`src/rtl/alu_sequencer.sv`:
```
// ---------------------------------------------------------------------------
// alu_sequencer
//   Accepts one ALU request at a time, decodes it into a 3-bit ALU control
//   code and produces a two-word result. Add, sub, AND, OR and illegal
//   requests complete on the accept edge. Multiply (shift-add) and divide
//   (restoring) iterate one bit per cycle for WIDTH cycles. The result is
//   held in DONE until the consumer takes it.
//
// Ports
//   clk        : clock, all state changes on the rising edge
//   rst_n      : asynchronous active-low reset
//   req_valid  : request present
//   req_ready  : sequencer idle and able to accept (low while in reset)
//   alu_op     : ALUop class (00 R-type, 01 ANDi, 10 ORi, 11 address add)
//   funct      : R-type function field
//   op_a, op_b : unsigned operands
//   rsp_valid  : result available
//   rsp_ready  : consumer accepts the result
//   result_lo  : low result word (quotient for divide)
//   result_hi  : high result word (remainder for divide)
//   ctrl_out   : decoded ALU control code of the last accepted request
//   err        : illegal funct or divide-by-zero, qualified by rsp_valid
//   busy       : high whenever the sequencer is not idle
// ---------------------------------------------------------------------------
module alu_sequencer #(
    parameter int WIDTH = 16
) (
    input  logic             clk,
    input  logic             rst_n,
    input  logic             req_valid,
    output logic             req_ready,
    input  logic [1:0]       alu_op,
    input  logic [3:0]       funct,
    input  logic [WIDTH-1:0] op_a,
    input  logic [WIDTH-1:0] op_b,
    output logic             rsp_valid,
    input  logic             rsp_ready,
    output logic [WIDTH-1:0] result_lo,
    output logic [WIDTH-1:0] result_hi,
    output logic [2:0]       ctrl_out,
    output logic             err,
    output logic             busy
);

    localparam int CW = $clog2(WIDTH) + 1;

    localparam logic [2:0] CTRL_ADD = 3'b000;
    localparam logic [2:0] CTRL_SUB = 3'b001;
    localparam logic [2:0] CTRL_MUL = 3'b010;
    localparam logic [2:0] CTRL_DIV = 3'b011;
    localparam logic [2:0] CTRL_AND = 3'b100;
    localparam logic [2:0] CTRL_OR  = 3'b101;

    typedef enum logic [1:0] {
        IDLE = 2'b00,
        MUL  = 2'b01,
        DIV  = 2'b10,
        DONE = 2'b11
    } state_t;

    state_t state, state_next;

    logic [CW-1:0]      cnt;
    logic [2*WIDTH-1:0] mcand;
    logic [WIDTH-1:0]   mplier;
    logic [2*WIDTH-1:0] prod;
    logic [WIDTH-1:0]   quo;
    logic [WIDTH-1:0]   rem;
    logic [WIDTH-1:0]   dvsr;

    logic [2:0]         dec_ctrl;
    logic               dec_illegal;
    logic               dec_mul;
    logic               dec_div;
    logic               div_by_zero;
    logic [WIDTH-1:0]   quick_lo;
    logic [WIDTH-1:0]   quick_hi;
    logic               quick_err;

    logic               accept;
    logic               last_step;
    logic [2*WIDTH-1:0] prod_next;
    logic [WIDTH:0]     div_shift;
    logic [WIDTH:0]     div_diff;
    logic               div_fits;
    logic [WIDTH-1:0]   rem_next;
    logic [WIDTH-1:0]   quo_next;

    assign accept    = req_valid && req_ready;
    assign last_step = (cnt == CW'(WIDTH - 1));

    // Request decode straight from the inputs; only used on the accept edge.
    always_comb begin
        dec_ctrl    = CTRL_ADD;
        dec_illegal = 1'b0;
        dec_mul     = 1'b0;
        dec_div     = 1'b0;
        case (alu_op)
            2'b00: begin
                case (funct)
                    4'b0000: dec_ctrl = CTRL_ADD;
                    4'b0001: dec_ctrl = CTRL_SUB;
                    4'b0100: begin
                        dec_ctrl = CTRL_MUL;
                        dec_mul  = 1'b1;
                    end
                    4'b0101: begin
                        dec_ctrl = CTRL_DIV;
                        dec_div  = 1'b1;
                    end
                    default: begin
                        dec_ctrl    = CTRL_ADD;
                        dec_illegal = 1'b1;
                    end
                endcase
            end
            2'b01:   dec_ctrl = CTRL_AND;
            2'b10:   dec_ctrl = CTRL_OR;
            default: dec_ctrl = CTRL_ADD;
        endcase
    end

    assign div_by_zero = dec_div && (op_b == '0);

    // Results for everything that finishes on the accept edge. The illegal
    // case shares ctrl 000 with add, so it must override the adder result.
    always_comb begin
        quick_lo  = '0;
        quick_hi  = '0;
        quick_err = 1'b0;
        case (dec_ctrl)
            CTRL_ADD: quick_lo = op_a + op_b;
            CTRL_SUB: quick_lo = op_a - op_b;
            CTRL_AND: quick_lo = op_a & op_b;
            CTRL_OR:  quick_lo = op_a | op_b;
            default:  quick_lo = '0;
        endcase
        if (dec_illegal) begin
            quick_lo  = '0;
            quick_err = 1'b1;
        end
        if (div_by_zero) begin
            quick_lo  = '1;
            quick_hi  = op_a;
            quick_err = 1'b1;
        end
    end

    // One shift-add step: the multiplicand is pre-shifted so each step
    // simply adds it when the current multiplier LSB is set.
    assign prod_next = prod + (mplier[0] ? mcand : '0);

    // One restoring-divide step: bring in the next dividend bit and keep the
    // difference only if it did not borrow.
    assign div_shift = {rem, quo[WIDTH-1]};
    assign div_diff  = div_shift - {1'b0, dvsr};
    assign div_fits  = ~div_diff[WIDTH];
    assign rem_next  = div_fits ? div_diff[WIDTH-1:0] : div_shift[WIDTH-1:0];
    assign quo_next  = {quo[WIDTH-2:0], div_fits};

    // State register.
    always_ff @(posedge clk or negedge rst_n) begin
        if (!rst_n) begin
            state <= IDLE;
        end else begin
            state <= state_next;
        end
    end

    // Next-state logic. Divide-by-zero skips the iteration entirely.
    always_comb begin
        state_next = state;
        case (state)
            IDLE: begin
                if (accept) begin
                    if (dec_mul) begin
                        state_next = MUL;
                    end else if (dec_div && !div_by_zero) begin
                        state_next = DIV;
                    end else begin
                        state_next = DONE;
                    end
                end
            end
            MUL: begin
                if (last_step) begin
                    state_next = DONE;
                end
            end
            DIV: begin
                if (last_step) begin
                    state_next = DONE;
                end
            end
            DONE: begin
                if (rsp_ready) begin
                    state_next = IDLE;
                end
            end
            default: state_next = IDLE;
        endcase
    end

    // Handshake/status outputs. req_ready is gated by rst_n so nothing can
    // look acceptable while reset is held.
    always_comb begin
        req_ready = 1'b0;
        rsp_valid = 1'b0;
        busy      = 1'b1;
        case (state)
            IDLE: begin
                req_ready = rst_n;
                busy      = 1'b0;
            end
            DONE:    rsp_valid = 1'b1;
            default: ;
        endcase
    end

    // Datapath: operand capture, iteration and result registers. err is
    // cleared on the response handshake so it is never high without
    // rsp_valid.
    always_ff @(posedge clk or negedge rst_n) begin
        if (!rst_n) begin
            cnt       <= '0;
            mcand     <= '0;
            mplier    <= '0;
            prod      <= '0;
            quo       <= '0;
            rem       <= '0;
            dvsr      <= '0;
            result_lo <= '0;
            result_hi <= '0;
            ctrl_out  <= 3'b000;
            err       <= 1'b0;
        end else begin
            case (state)
                IDLE: begin
                    if (accept) begin
                        ctrl_out <= dec_ctrl;
                        cnt      <= '0;
                        mcand    <= {{WIDTH{1'b0}}, op_a};
                        mplier   <= op_b;
                        prod     <= '0;
                        quo      <= op_a;
                        rem      <= '0;
                        dvsr     <= op_b;
                        err      <= 1'b0;
                        if (!dec_mul && !(dec_div && !div_by_zero)) begin
                            result_lo <= quick_lo;
                            result_hi <= quick_hi;
                            err       <= quick_err;
                        end
                    end
                end
                MUL: begin
                    prod   <= prod_next;
                    mcand  <= mcand << 1;
                    mplier <= mplier >> 1;
                    cnt    <= cnt + 1'b1;
                    if (last_step) begin
                        result_lo <= prod_next[WIDTH-1:0];
                        result_hi <= prod_next[2*WIDTH-1:WIDTH];
                    end
                end
                DIV: begin
                    rem <= rem_next;
                    quo <= quo_next;
                    cnt <= cnt + 1'b1;
                    if (last_step) begin
                        result_lo <= quo_next;
                        result_hi <= rem_next;
                    end
                end
                DONE: begin
                    if (rsp_ready) begin
                        err <= 1'b0;
                    end
                end
                default: ;
            endcase
        end
    end

endmodule

```
`config.mk`:
```
export PLATFORM = sky130hd
export DESIGN_NAME = alu_sequencer
export DESIGN_NICKNAME = d
export VERILOG_FILES = /design/src/rtl/alu_sequencer.sv
export SDC_FILE = /design/constraint.sdc
export NUM_CORES = 1
export LEC_CHECK = 0
export ABC_CLOCK_PERIOD_IN_PS = 7130
export CELL_PAD_IN_SITES_DETAIL_PLACEMENT = 1
export CELL_PAD_IN_SITES_GLOBAL_PLACEMENT = 1
export CORE_MARGIN = 5
export CORE_UTILIZATION = 49
export CTS_CLUSTER_SIZE = 30
export DETAILED_ROUTE_END_ITERATION = 16
export PLACE_DENSITY = 0.89
export SLEW_MARGIN = 20
export SYNTH_ARGS = -nofsm -noshare
export SYNTH_HDL_FRONTEND = slang
export SYNTH_SLANG_ARGS = --single-unit
```
`constraint.sdc`:
```
create_clock -name clk -period 7.13 [get_ports clk]
set_input_delay 1.426 -clock clk [delete_from_list [all_inputs] [get_ports clk]]
set_output_delay 1.426 -clock clk [all_outputs]
set_load 0.02 [all_outputs]
```
# Yosys cells after proc, flatten, opt, wreduce, memory -nomap -nowiden
# Cells that the tools add are included.
# totals
output_inout_bits	39
word_cells	115
regBits	171
inputBits	42
# op_classes
mux	51
n_reduce_logical	26
n_eq_ne	18
n_bitwise	3
add_sub_neg	5
# ops
operator	count
$mux 16	15
$pmux 32 s2	2
$mux 32	3
$pmux 16 s2	3
$pmux 16 s3	2
$pmux 16 s4	1
$add 32x32->32	1
$sub 17x16->17	1
$add 16x16->16	1
$and 16x16->16	1
$logic_not 16->1	1
$or 16x16->16	1
$sub 16x16->16	1
$mux 1	15
$pmux 2 s3	2
$ne 2x2->1 const B	5
$pmux 5 s2	1
$pmux 3 s3	1
$eq 4x3->1 const B	2
$mux 2	4
$reduce_and 2->1	4
$reduce_bool 2->1	4
$eq 2x2->1 const B	3
$eq 3x3->1 const B	2
other kinds (19)	27

# Longest topological paths before layout
# Gate-level depths: netlist of the first run.
# logic_depth
depth_word	11
mapped_depth	18
mapped_depth_nobuf	17

# Worst setup path before layout of the first run
# No wires, ideal clock.
# synth_path
path_type	input to register
startpoint	in alu_op[1]
endpoint	reg result_lo[7]
n_path_buf	1
path_stages	17
setup_slack_ns	2.165
setup_ns	0.121
arrival_time_ns	4.844
required_time_ns	7.009
cell_sequence	inv_1 > ha_1 > and4b_1 > or2_2 > nor2_1 > clkbuf_1 > mux2i_1 > ha_1 > nor2b_1 > o21a_1 > or2_1 > a21o_1 > a21o_1 > a31oi_1 > xnor2_1 > a211o_1 > a22o_1
# synth_between
elab_chain_cells	9
elab_cells_between_ends	25
classes_between	eq/ne: 6; mux: 10; reduce/logical: 9
# synth_lines
item	line	source
start, declared	32	input logic [1:0] alu_op,
$eq 2x2->1, or another cell as far along	98	case (alu_op)
$pmux 3 s3 / $mux 1 (equally long branches)	98	
$eq 3x3->1, or another cell as far along	131	case (dec_ctrl)
$pmux 16 s4 / $logic_not 1->1 (equally long branches)	131, 249	
$mux 16 / $logic_and 1x1->1 (equally long branches)	138, 249	
$mux 16 / $logic_not 1->1 (equally long branches)	142, 249	
$mux 16 / $logic_and 1x1->1 (equally long branches)	249	if (!dec_mul && !(dec_div && !div_by_zero)) begin
$mux 16 / $ne 2x2->1 (equally long branches)	-	
$pmux 16 s3 / $reduce_and 5->1 (equally long branches)	-	
end signal, assigned	250	result_lo <= quick_lo;
end signal, assigned	262	result_lo <= prod_next[WIDTH-1:0];
end signal, assigned	271	result_lo <= quo_next;
end, declared	38	output logic [WIDTH-1:0] result_lo,
# Several ways; a longest one is shown, not always the timed one. The select of a mux whose other input is x is not followed.
# A chain may end at the register's enable or synchronous reset.

# Worst setup path in the final report of the first run
# layout_path
startpoint	in alu_op[0]
endpoint	reg result_lo[14]
# Same word-level chain as after synthesis.

==> impl_summary.txt, run 1 <==
----------------------------------------------------
[Run status]
  Status ... completed

[Global routing]
  Maximum number of pins on one net before global-route repair ... 109
  Met1 track utilization from global routing ... 40.3%
  Most heavily used metal layer in global routing ... met2
  Met3 layer usage reported by global route ... 5.27%
  Global-route wire length before repair ... 63800 um
  Via count of the first global-routing pass ... 11500
  Global Route Usage Sum ... 30.3%
  Overall overflow remaining after global route ... 0
  Initial antenna violation count ... 1
  M2 GR Usage ... 50.2%

[Clock tree]
  Hold bufs inserted after CTS ... 0
  # H-tree levels ... 4
  Master cell of the clock root buffer ... clkbuf_16
  Postcts setup bufs ... 0
  Maximum buffer depth of the clock tree ... 2
  CTS tree ... done
  Clock network latency to the later pin of the worst-skew pair ... 0.44 ns
  Number of gates resized after cts ... 0
  Number of clock buffers inserted by TritonCTS ... 17
  Clock sink count ... 171
  Register clock-pin slew on the reported worst setup and hold paths ... 0.07 ns

[Floorplan]
  Placement Rows ... 56
  Die width ... 164 um
  Die Span Y ... 164 um
  Die ar. ... 0.0269 sq mm
  Initial standard-cell utilization of the core ... 49.7%
  Total core area ... 0.0234 sq mm
  Total I/O pin count ... 81

[STA]
  Minimum period implied by the final worst setup slack ... 5.34 ns
  Peak Freq ... 187 MHz
  Final hold viol count ... 0
  Total negative slack for setup checks ... 0 ns
  Unrepaired setup endpoints after global routing ... false
  Transition time at the pin with the least slew margin ... 1.09 ns
  Final number of setup-violating endpoints ... 0
  Period Utilization, post-route ... 74.9%
  Final clock skew ... 0.0108 ns
  Smallest hold slack ... 0.482 ns
  Slew margin rel. ... 27.2%
  Max Transition Viols Final ... 0

[Layout]
  Share of cells above drive strength 1 ... 5.44%
  Area growth from synthesis to layout ... 14.1%
  Diode count ... 0
  Post-layout nets ... 1523

[Yosys]
  Top-area cell type share of the netlist area ... 36.8%
  Top cell type by total area after synthesis ... dfrtp_1
  Unique cell type count in the Yosys netlist ... 77
  Cell area after synthesis ... 0.0116 sq mm
  Warning count from the yosys run ... 0
  Average size of a mapped cell ... 8.50 sq um
  Async set-or-reset flop fraction in the synthesized netlist ... 100%
  Top cells by area, synth ... dfrtp_1, ha_1, nand2_1
  Yosys reg bits ... 171
  Post-synthesis sequential area ratio ... 36.8%
  EDFF count, synth ... 0
  Mapped Nets ... 1487
  Post-synthesis instance total ... 1367
  Primary FF master, synth ... dfrtp_1

[Detailed routing]
  Total wire length after detailed routing ... 40500 um
  Number of vias in the routed layout ... 11000
  Initial detailed-routing violation count ... 1009
  Router iterations before antenna repair ... 5
  Remaining number of nets flagged by the antenna check after routing ... 0
  Via density ... 6.34
  Average detailed-routed wire length per instance ... 23.3 um
  Remaining design rule violation count ... 0

[Power and ir drop]
  Leakage dissipation ... 6.07 nW
  Max IR drop VDD ... 0.289 mV
  Power density normalized to cell area ... 405 mW/mm^2

[Worst setup path]
  Data arrival time of the worst path ... 5.70 ns
  Sort of element at the end of the critical path ... flip-flop
  CP startpoint kind ... input port
  Crit Path Class ... input port to flip-flop
  Largest fanout of any net on the critical path ... 14
  Worst Path Required ... 7.49 ns

[Placement]
  Port Buffer Count ... 80
  Weighted congestion reported at the end of routability-driven placement ... 0.921
  DP Wirelength ... 28600 um

[Run]
  Total of max-cap violations ... 0

[Worst hold path]
  Worst hold path class ... flip-flop to flip-flop

----------------------------------------------------
synthesized netlist by cell type (all sizes together) (4+ instances only):
master  count
nor2b       6
mux2i      40
o31ai       5
or2         4
a22oi       7
and2       38
or3         5
nand2     215
a31oi      37
nand3      43
mux2        8
o21bai      7
a21o       34
buf        21
nor4        5
o21ai     160
a211o      11
nor3       18
ha         75
and3       15
a311oi      4
a41oi       4
a211oi     14
dfrtp     171
nor2       75
inv        49
a221oi      7
o21a       11
o211ai      6
a22o       25
nand2b      7
a21oi      78
clkbuf     54
xor2       11
xnor2      50
and4        4
cell families (layout without fill, tap and decap cells):
group,count (synthesis),count (layout),synth area share [%]
flops,171,171,36.8
compound gates,435,435,23.8
xor+xnor,61,61,4.60
buf+inv,125,173,4.27
simple gates,449,449,17.7
mux,48,48,4.22
fa+ha+maj,78,78,8.59
critical path, cell delays in order:
cell,delay [ns]
clkdlybuf4s50_1,0.55
inv_1,0.09
ha_1,0.25
and4b_1,0.22
or2_2,0.35
nor2_1,0.12
buf_4,0.23
mux2i_1,0.16
fa_1,0.46
a21o_1,0.19
a211oi_1,0.29
o21ai_0,0.23
a31oi_1,0.27
o21ai_0,0.18
a211o_1,0.29
a31oi_1,0.15
o21ai_0,0.10
o21ai_1,0.14
cell type report:
cell class / instances / area, sq um
sequential: 171 / 4280
clock buffer: 19 / 453
clock inverter: 12 / 164
tap: 319 / 399
inverter: 50 / 188
timing repair buffer: 92 / 892
fill: 2802 / 10100
multi-input combinational: 1071 / 6890
per-layer routing:
metal  vias up  wire length [um]
met3        84              2570
met2       402             19200
met5         -                 8
li1       4957                 -
met4         2              1280
met1      5548             17400
layout by cell type (no fill, tap or decap), types with 7 or more instances in the layout:
master,netlist,final
o21bai_1,7,7
nor2_1,75,73
mux2_2,8,8
a211o_1,10,10
a211oi_1,14,14
dfrtp_1,171,171
and3_1,14,14
and2_1,37,37
o21a_1,10,10
buf_4,3,12
a22o_1,25,25
nor3_1,17,17
nand2_1,215,215
mux2i_1,40,40
nand2b_1,7,7
a31oi_1,37,37
o21ai_1,16,15
a21oi_1,78,77
clkbuf_16,0,17
inv_1,49,49
xor2_1,11,11
a22oi_1,7,7
a21o_1,33,33
xnor2_1,50,49
o21ai_0,144,144
nand3_1,43,43
clkdlybuf4s50_1,0,79
ha_1,75,74
path summary, 6_finish.rpt:
path,startpoint,endpoint,slack (ns),depth (start not counted)
max,alu_op[0],result_lo[14]$_DFFE_PN0P_,1.79,18
min,mplier[12]$_DFFE_PN0P_,mplier[12]$_DFFE_PN0P_,0.48,2
max reg2reg,mplier[0]$_DFFE_PN0P_,result_hi[9]$_DFFE_PN0P_,2.92,11
min reg2reg,mplier[12]$_DFFE_PN0P_,mplier[12]$_DFFE_PN0P_,0.48,2
max in group asynchronous,rst_n,result_lo[15]$_DFFE_PN0P_,4.87,2
min in group asynchronous,rst_n,mcand[24]$_DFFE_PN0P_,0.93,1
sequential cells by signal (all words and copies together), names as in the netlist:
name       cells
result_lo     16
result_hi     16
mplier        16
ctrl_out       3
err            1
dvsr          16
rem           16
quo           16
state          2
cnt            5
mcand         32
prod          32
per-stage QoR:
stage          utilization [%]  power [mW]  setup WS (ns)  instance area [sq um]  cells
2_1_floorplan                -        3.37           2.16                  11600   1367
3_3_place_gp              54.0        4.13           1.63                  12600   1703
3_5_place_dp              54.0        4.28           1.43                  12600   1703
4_1_cts                   56.7        5.35           1.85                  13300   1734
5_1_grt                   56.7        5.70           1.48                  13300   1734
6_report                  56.7        5.38           1.79                  13300   1734
report_power, final:
group / switching (mW) / total, mW / internal (mW)
Combinational: 1.81 / 2.80 / 0.992
Clock: 0.443 / 1.02 / 0.574
Sequential: 0.259 / 1.56 / 1.30
Total: 2.51 / 5.38 / 2.87
(Power assumes the default switching activity.)
==> inputs of run 2 (changes only) <==
--- a/config.mk
+++ b/config.mk
@@ -5,14 +5,14 @@
 export SDC_FILE = /design/constraint.sdc
 export NUM_CORES = 1
 export LEC_CHECK = 0
-export ABC_CLOCK_PERIOD_IN_PS = 7130
+export ABC_CLOCK_PERIOD_IN_PS = 5500
 export CELL_PAD_IN_SITES_DETAIL_PLACEMENT = 1
 export CELL_PAD_IN_SITES_GLOBAL_PLACEMENT = 1
 export CORE_MARGIN = 5
-export CORE_UTILIZATION = 49
+export CORE_UTILIZATION = 46
 export CTS_CLUSTER_SIZE = 30
 export DETAILED_ROUTE_END_ITERATION = 16
-export PLACE_DENSITY = 0.89
+export PLACE_DENSITY = 0.84
 export SLEW_MARGIN = 20
 export SYNTH_ARGS = -nofsm -noshare
 export SYNTH_HDL_FRONTEND = slang
==> constraint.sdc (replaced) <==
create_clock -name clk -period 5.5 [get_ports clk]
set_input_delay 1.1 -clock clk [delete_from_list [all_inputs] [get_ports clk]]
set_output_delay 1.1 -clock clk [all_outputs]
set_load 0.02 [all_outputs]
==> run 2 against run 1 <==
  * Register-to-register slack got worse by 1.5 ns
  * Total power is 29% higher
  * Sequential power rose by 29%
  * Count of clock-buffer cells in the layout did not move
  * Global-route usage down 2.5 points
  * Clock power up 27%
  * Critical path depth did not move
  * Via count down 2.4%
  * Non-clock buffer count rose by 7
  * Worst setup slack got worse by 1.3 ns
  * First-iteration DRC count decreased by 21%
  * Critical path type unchanged
  * Critical endpoint is now result_lo[12]$_DFFE_PN0P_
  * Largest cell class unchanged
  * Largest power group unchanged
==> impl_summary.txt, run 2 (synthesized netlist as in run 1, its figures left out) <==
----------------------------------------------------
[Run status]
  Status ... completed

[Layout]
  Share of cells above drive strength 1 ... 5.77%
  Number of filler cells placed in the layout ... 2970
  Commonest non-fill, non-tap cell in the layout ... nand2_1
  Area growth from synthesis to layout ... 14.7%
  Highest-count cells in the layout ignoring fill and taps ... nand2_1, dfrtp_1, o21ai_0, clkdlybuf4s50_1, a21oi_1
  Largest registers in the final layout ... mcand (32), prod (32)
  Diode count ... 0
  Non-Filler Cell Area, Final ... 0.0133 sq mm
  Post-layout nets ... 1530

[STA]
  Period Utilization, post-route ... 91.7%
  Total negative slack for setup checks ... 0 ns
  Slew margin rel. ... 34.3%
  Final clock skew ... 0.0136 ns
  Final number of setup-violating endpoints ... 0
  Final hold viol count ... 0
  Smallest setup slack after layout ... 0.458 ns
  Minimum period implied by the final worst setup slack ... 5.04 ns
  Unrepaired setup endpoints after global routing ... false
  Transition time at the pin with the least slew margin ... 0.986 ns
  Peak Freq ... 198 MHz
  Max Transition Viols Final ... 0

[Floorplan]
  Total I/O pin count ... 81
  Total core area ... 0.0250 sq mm
  Initial standard-cell utilization of the core ... 46.4%
  Die ar. ... 0.0286 sq mm
  Die Span Y ... 169 um
  Die width ... 169 um
  Placement Rows ... 58

[Placement]
  DP Wirelength ... 28200 um
  Worst-case setup slack after placement ... 0.131 ns
  Cell Area, Placed ... 0.0127 sq mm
  Weighted congestion reported at the end of routability-driven placement ... 0.909
  Port Buffer Count ... 80

[Worst setup path]
  Number of cells traversed by the worst register-to-register path ... 12
  Worst reg2reg path endpoint ... result_hi[8]$_DFFE_PN0P_
  Largest fanout of any net on the critical path ... 14
  Sort of element at the end of the critical path ... flip-flop
  CP max stage cell ... clkdlybuf4s50_1
  Crit Path Class ... input port to flip-flop
  Critical Path Source ... alu_op[0]
  Setup slack on the worst flop-to-flop path ... 1.40 ns
  CP startpoint kind ... input port
  Worst Path Required ... 5.82 ns
  Delay of the slowest critical-path stage ... 0.55 ns
  Crit-path cells ... clkdlybuf4s50_1, inv_1, ha_1, and4b_1, or2_2, nor2_1, buf_4, mux2i_1, fa_1, a21o_1, a211oi_1, o21ai_0, nand3_1, o21ai_0, xor2_1, a211oi_1, a311oi_1, a21o_1
  Crit Reg-Reg Startpoint ... mplier[0]$_DFFE_PN0P_
  Crit-path leading delay family ... compound AO/OA/AOI/OAI gates
  Endpoint of the most critical setup path ... result_lo[12]$_DFFE_PN0P_
  Path length in cells of the critical path ... 18
  Critical path buffer and inverter count ... 3
  Data arrival time of the worst path ... 5.36 ns

[Power and ir drop]
  Leakage dissipation ... 6.10 nW
  Overall power after layout ... 6.93 mW
  Power density normalized to cell area ... 520 mW/mm^2
  Max IR drop VDD ... 0.358 mV

[Global routing]
  Global-route wire length before repair ... 63200 um
  Via count of the first global-routing pass ... 11200
  Overall overflow remaining after global route ... 0
  Global Route Usage Sum ... 27.7%
  Maximum number of pins on one net before global-route repair ... 109
  Initial antenna violation count ... 0

[Clock tree]
  Maximum buffer depth of the clock tree ... 2
  Number of gates resized after cts ... 0
  Register clock-pin slew on the reported worst setup and hold paths ... 0.08 ns
  Number of clock buffers inserted by TritonCTS ... 17
  Master cell of the clock root buffer ... clkbuf_16
  Clock network latency to the later pin of the worst-skew pair ... 0.44 ns
  Clock sink count ... 171
  Postcts setup bufs ... 0
  Hold bufs inserted after CTS ... 0
  # H-tree levels ... 4
  CTS tree ... done

[Detailed routing]
  Remaining number of nets flagged by the antenna check after routing ... 0
  Total wire length after detailed routing ... 39800 um
  Via density ... 6.12
  Number of vias in the routed layout ... 10700
  Remaining design rule violation count ... 0
  Router iterations before antenna repair ... 6
  Average detailed-routed wire length per instance ... 22.7 um
  Initial detailed-routing violation count ... 800

[Run]
  Total of max-cap violations ... 0

[Worst hold path]
  Worst hold path class ... input port to asynchronous set/reset pin

----------------------------------------------------
[run 2: worst min path at each step]
stage / startpoint / slack [ns] / cells after the start / end
after floorplan: mplier[10]$_DFFE_PN0P_ / 0.45 / 2 / mplier[10]$_DFFE_PN0P_
after global placement: ctrl_out[2]$_DFFE_PN0P_ / 0.46 / 2 / ctrl_out[2]$_DFFE_PN0P_
after detailed placement: ctrl_out[2]$_DFFE_PN0P_ / 0.47 / 2 / ctrl_out[2]$_DFFE_PN0P_
after CTS: rst_n / 0.48 / 1 / mplier[15]$_DFFE_PN0P_
after global routing: rst_n / 0.48 / 1 / mplier[15]$_DFFE_PN0P_
final: rst_n / 0.49 / 1 / mplier[15]$_DFFE_PN0P_
[run 2: final cells by class]
class / instances / area [sq um] / area share [%]
Inverter: 50 / 188 / 1.41
Clock inverter: 12 / 164 / 1.23
Clock buffer: 19 / 443 / 3.32
Multi-Input combinational cell: 1071 / 6890 / 51.7
Timing Repair Buffer: 99 / 957 / 7.18
Sequential cell: 171 / 4280 / 32.1
Tap cell: 330 / 413 / 3.10
[run 2: per-stage QoR]
stage          utilization (%)  instances  hold WS [ns]
2_1_floorplan                -       1367         0.450
3_3_place_gp              50.8       1721         0.459
3_5_place_dp              50.8       1721         0.466
4_1_cts                   53.2       1752         0.478
5_1_grt                   53.2       1752         0.480
6_report                  53.2       1752         0.486
[run 2: metal layers]
metal,global-route usage [%],share of wire [%]
met1,38.6,46
met4,6.93,1.9
met3,4.18,5.3
met5,0,0
met2,45.6,47
[run 2: worst register-to-register path: cells and delay by family (launching register included)]
family	cells	cell delay [ns]
DFF	1	0.76
adders and majority gates	2	0.66
AOI/OAI and AO/OA	6	1.82
and+or+nand+nor	3	0.59
xor gates and xnor gates	1	0.20
[run 2: power by group]
group | leakage [nW] | internal (mW) | switching, mW
combinational | 3.59 | 1.31 | 2.30
sequential | 2.22 | 1.69 | 0.331
clock | 0.300 | 0.733 | 0.563
total | 6.10 | 3.73 | 3.19
